[src/rtl/alu_result_reg.sv]
// Registered result stage behind the 4-bit ALU: load-strobe capture with release filter,
// accumulate feedback, saturating capture count; optional history under ALU_RESULT_HISTORY_EN.
module alu_result_reg #(
    parameter int DATA_W        = 8,
    parameter int SETTLE_CYCLES = 4,
    parameter int CNT_W         = 8
) (
    input  logic              clk,
    input  logic              reset,
    input  logic              load,
    input  logic              clr,
    input  logic [DATA_W-1:0] alu_out,
    input  logic              acc_en,
    input  logic [3:0]        b_in,
    output logic [3:0]        b_sel,
    output logic [DATA_W-1:0] result,
    output logic              result_valid,
    output logic              overflow,
    output logic [CNT_W-1:0]  load_count,
    input  logic [1:0]        hist_idx,
    output logic [DATA_W-1:0] hist_data
);

    localparam int SW = (SETTLE_CYCLES > 1) ? $clog2(SETTLE_CYCLES) : 1;
    localparam logic [SW-1:0] SETTLE_LAST = SW'(SETTLE_CYCLES - 1);

    typedef enum logic [0:0] {
        IDLE     = 1'b0,
        WAIT_REL = 1'b1
    } state_t;

    state_t            r_state;
    state_t            w_state_next;
    logic [SW-1:0]     r_settle;
    logic [SW-1:0]     w_settle_next;
    logic              r_load_q;
    logic              w_edge;
    logic              w_capture;
    logic [DATA_W-1:0] r_result;
    logic              r_valid;
    logic [CNT_W-1:0]  r_count;

    assign w_edge = load & ~r_load_q;

    always_comb begin
        w_state_next  = r_state;
        w_settle_next = r_settle;
        w_capture     = 1'b0;
        if (clr) begin
            w_state_next  = IDLE;
            w_settle_next = '0;
        end else begin
            case (r_state)
                IDLE: begin
                    if (w_edge) begin
                        w_capture     = 1'b1;
                        w_state_next  = WAIT_REL;
                        w_settle_next = '0;
                    end
                end
                WAIT_REL: begin
                    // Re-arm only after SETTLE_CYCLES consecutive low samples of load.
                    if (load) begin
                        w_settle_next = '0;
                    end else if (r_settle == SETTLE_LAST) begin
                        w_state_next  = IDLE;
                        w_settle_next = '0;
                    end else begin
                        w_settle_next = r_settle + 1'b1;
                    end
                end
                default: begin
                    w_state_next  = IDLE;
                    w_settle_next = '0;
                end
            endcase
        end
    end

    always_ff @(posedge clk) begin
        if (reset) begin
            r_state  <= IDLE;
            r_settle <= '0;
            r_load_q <= 1'b1;
            r_result <= '0;
            r_valid  <= 1'b0;
            r_count  <= '0;
        end else begin
            r_state  <= w_state_next;
            r_settle <= w_settle_next;
            r_load_q <= load;
            if (clr) begin
                r_result <= '0;
                r_valid  <= 1'b0;
                r_count  <= '0;
            end else if (w_capture) begin
                r_result <= alu_out;
                r_valid  <= 1'b1;
                if (r_count != {CNT_W{1'b1}}) begin
                    r_count <= r_count + 1'b1;
                end
            end
        end
    end

    assign result       = r_result;
    assign result_valid = r_valid;
    assign load_count   = r_count;
    assign overflow     = |r_result[DATA_W-1:4];
    assign b_sel        = acc_en ? r_result[3:0] : b_in;

`ifdef ALU_RESULT_HISTORY_EN
    logic [DATA_W-1:0] r_hist [4];

    // Entry 0 takes the new capture; older entries shift down. clr leaves history alone.
    generate
        for (genvar gi = 0; gi < 4; gi++) begin : g_hist
            always_ff @(posedge clk) begin
                if (reset) begin
                    r_hist[gi] <= '0;
                end else if (w_capture) begin
                    if (gi == 0) begin
                        r_hist[gi] <= alu_out;
                    end else begin
                        r_hist[gi] <= r_hist[(gi > 0) ? gi - 1 : 0];
                    end
                end
            end
        end
    endgenerate

    assign hist_data = r_hist[hist_idx];
`else
    logic w_unused_hist;
    assign w_unused_hist = ^hist_idx;
    assign hist_data     = '0;
`endif

endmodule
[config.mk]
export PLATFORM = sky130hd
export DESIGN_NAME = alu_result_reg
export DESIGN_NICKNAME = d
export VERILOG_FILES = /design/src/rtl/alu_result_reg.sv
export SDC_FILE = /design/constraint.sdc
export NUM_CORES = 1
export LEC_CHECK = 0
export ABC_AREA = 0
export CAP_MARGIN = 20
export CORE_ASPECT_RATIO = 0.5
export CORE_MARGIN = 5
export CORE_UTILIZATION = 26
export CTS_CLUSTER_DIAMETER = 30
export CTS_CLUSTER_SIZE = 30
export DETAILED_ROUTE_END_ITERATION = 12
export HOLD_SLACK_MARGIN = 0.06
export PLACE_DENSITY_LB_ADDON = 0.05
export SLEW_MARGIN = 15
export SYNTH_ARGS = -nofsm -noshare
export SYNTH_HDL_FRONTEND = slang
export SYNTH_SLANG_ARGS = --single-unit
[constraint.sdc]
create_clock -name clk -period 4.2 [get_ports clk]
set_input_delay 0.42 -clock clk [delete_from_list [all_inputs] [get_ports clk]]
set_output_delay 0.42 -clock clk [all_outputs]
set_load 0.01 [all_outputs]
==> impl_results.md <==
- Min cycle time layout: roughly 2400 ps
- CP arrival: between 2000 and 3000 ps
- Max-cap violations: 0
- Num ports: slightly below 50
- Reg2Reg Depth: 4
- Routed wire length: roughly 2400 microns
- CP top delay family: simple AND/OR/NAND/NOR gates
- Die Y: 53.30 microns
- Vias: 915
- DRT Pass-1 Iters: 4
- Max-slew violation count: 0
- Global-route wire length before repair: 3939 microns
- CTS tree: done
- Internal power: roughly 0.00029 W
- Worst VDD drop: ~0.000095 V
- Routed Antenna Nets: 0
- Layout cells sized above 1: 8.280%
- Critical R2R Capture: load_count[5]
- Hold Path End: result[3]
- Worst Path Buf+Inv: 1
- Setup_tns: 0 ps
- Worst R2R Start: r_state
- Sw Share: 23.06%
- Vias per inst: 4.399
- Cts hold-fix bufs: 0
- YS warnings: 0
- Largest net degree at the start of global routing: 21
- Initial antenna violation count: 0
- RSZ-0062 raised after global routing: false
- Dpl hpwl: 1852 microns
- Worst Path Required: 4400 ps
- Global route overflow: 0
- Mapped cell area: 974.7 sq um
- Place WS: 1557 ps
- Skew-Pair Late Insertion Delay: 260 ps
- Die width: about 97 microns
- Post-CTS Resized: 0
- Clock Tree Buf Depth: 2
- Starting Density: approximately 28%
- Vias in the first global route: 846
- DRC: 0
- FILL cells: 379
- ANT cells: 0
- Status: finished, final reports clean
- Multi-input combinational cell area: 504.2 sq um
- Switching Power: 0.00008724 W
- Layout area overhead: 46.73%
- Avg WL per Cell: 11.65 microns
- Fmax: around 0.42 GHz
- IO buf count: 38
- Critical Path Max Stage Delay: between 500 and 600 ps
- Inserted Clock Buffers: 3
- Yosys reg bits: 21
- Most frequent cell after synthesis: dfxtp_1
- CP max-delay cell: or4b_4
- Post-synth EDFFs: 0
- Critical Path Source Type: input pin
- Clock sink total: 21
- Share of the synthesized area in the top cell type: 43.13%
- Crit-path max FO: 12
- Leading post-synthesis cells by cell area: dfxtp_1, a21oi_1, nand2_1, buf_4, mux2_2
- Clock slew seen by the registers of the worst setup and hold paths: around 80 ps
- H-tree depth: 1
- Gate power share: 11.0%
- Synth cell count leaders: dfxtp_1, nand2_1, a21oi_1, nor2_1, buf_4
- Final hold violations: 0
- Clock power frac: 35.5%
- Top_reg_cell synth: dfxtp_1
- Pwr per Cell Area: 264.5 nW/um^2
- Reg power frac: 53.5%
- Crit. End Element: register
- FF+latch area: 420.4 sq um
- Worst setup margin: approximately 1800 ps
- Sequential fraction of the synthesis area: 43.13%
- Crit path kind: in2reg
- Clk_skew: 4.946 ps
- DIE AREA: 5148 sq um
- Hold WS: 466.8 ps
- Postcts setup bufs: 0
- Core ar.: between 3000 and 4000 sq um
- Clk root buf: clkbuf_8
- Cells on Worst Hold Path: 2
- Tcrit/Tclk final: 56.28%
- Yosys cell types: 27
- HP Class: reg2reg
- Final net count: roughly 180
- Number of setup violations in the final report: 0
- Gpl congestion: 0.7383
- HP Start: result[3]
- Starting DRT DRC Count: 24
- GRT Util Overall: 10.05%
- Row cnt: 15
- R2R Setup Slk: 2140 ps
- Area leader, netlist: dfxtp_1
- Syn Area/Cell: 8.191 sq um
- Post-synth ARST share: 0%
- Crit-path cells: clkdlybuf4s50_1 > or4b_4 > or2_1 > or4_1 > a21oi_1
- Pleak: 0.4994 nW
- Synthesized instance count: 119
[stage by stage]
stage	utilization (%)	instances	total power [W]	instance area, sq um
global route	40.53	208	0.0003979	1430
detailed placement	39.22	204	0.0002489	1384
finish	40.53	208	0.0003783	1430
CTS	40.53	208	0.0003844	1430
floorplan	-	126	0.0002286	1001
global placement	39.22	204	0.0002487	1384
[sequential cells by signal (all words and copies together), names as in the netlist]
| name | cells |
|---|---|
| load_count | 8 |
| r_load_q | 1 |
| r_settle | 2 |
| r_state | 1 |
| result | 8 |
| result_valid | 1 |
[cell usage in the layout, fill, tap and decap left out]
cell type	n
clkdlybuf4s50_1	38
dfxtp_1	21
nand2_1	20
a21oi_1	15
nor2_1	12
conb_1	8
nor3_1	6
mux2_2	4
o21ai_0	3
nand3_1	3
clkbuf_8	3
or4_1	2
or2_2	2
inv_1	2
mux2i_1	2
xor2_1	2
ha_1	2
nor4b_2	1
or4b_4	1
or2b_1	1
nand4_1	1
and3_1	1
or2_1	1
o31ai_1	1
and2_1	1
o2111ai_1	1
or3_1	1
clkinv_2	1
buf_4	1
[power groups by stage]
stage | Clock [W] | Sequential (W) | Combinational (W)
2_1_floorplan | 0 | 0.000207 | 0.0000216
3_3_place_gp | 0 | 0.000207 | 0.0000418
3_5_place_dp | 0 | 0.000207 | 0.0000419
4_1_cts | 0.000140 | 0.000202 | 0.0000421
5_1_grt | 0.000150 | 0.000203 | 0.0000456
6_report | 0.000134 | 0.000202 | 0.0000417
[worst register-to-register path, cell delays in order (launching register included)]
cell     delay, ps
dfxtp_1        370
or4b_4         650
or2_1          310
or4_1          510
a21oi_1        160
[metal layers]
layer / part of all wire [%] / vias to the layer above / global-route usage (%)
li1: - / 462 / -
met1: 49 / 416 / 13.29
met2: 39 / 35 / 15.18
met3: 12 / 2 / 4.545
met4: 0.33 / 0 / 1.628
met5: 0 / - / 0
[how the worst max path moves through the flow]
stage	depth (start not counted)	endpoint	slack, ps	startpoint
CTS	5	load_count[5]	1840	load
finish	5	load_count[5]	1840	load
global route	5	load_count[5]	1710	load
floorplan	4	load_count[5]	2350	clr
detailed placement	5	load_count[5]	1560	load
global placement	5	load_count[5]	1560	load
[final cells by class]
class	count	share of cell area [%]
multi-input cells	91	35.26
flip-flops and latches	21	29.40
repair buffers	39	27.12
well taps	51	4.462
clock buffers	3	2.887
inverters	2	0.5249
clock inverters	1	0.3500
[cells by family after synthesis]
logic type                 synth area share [%]
and+or+nand+nor                           26.06
DFF                                       43.13
AOI/OAI and AO/OA                         10.91
buffers and inverters                     8.472
muxes                                     6.675
adders and majority gates                 2.567
xor gates and xnor gates                  1.798
other                                    0.3847
Note: power is estimated with default switching activity, not from simulation.
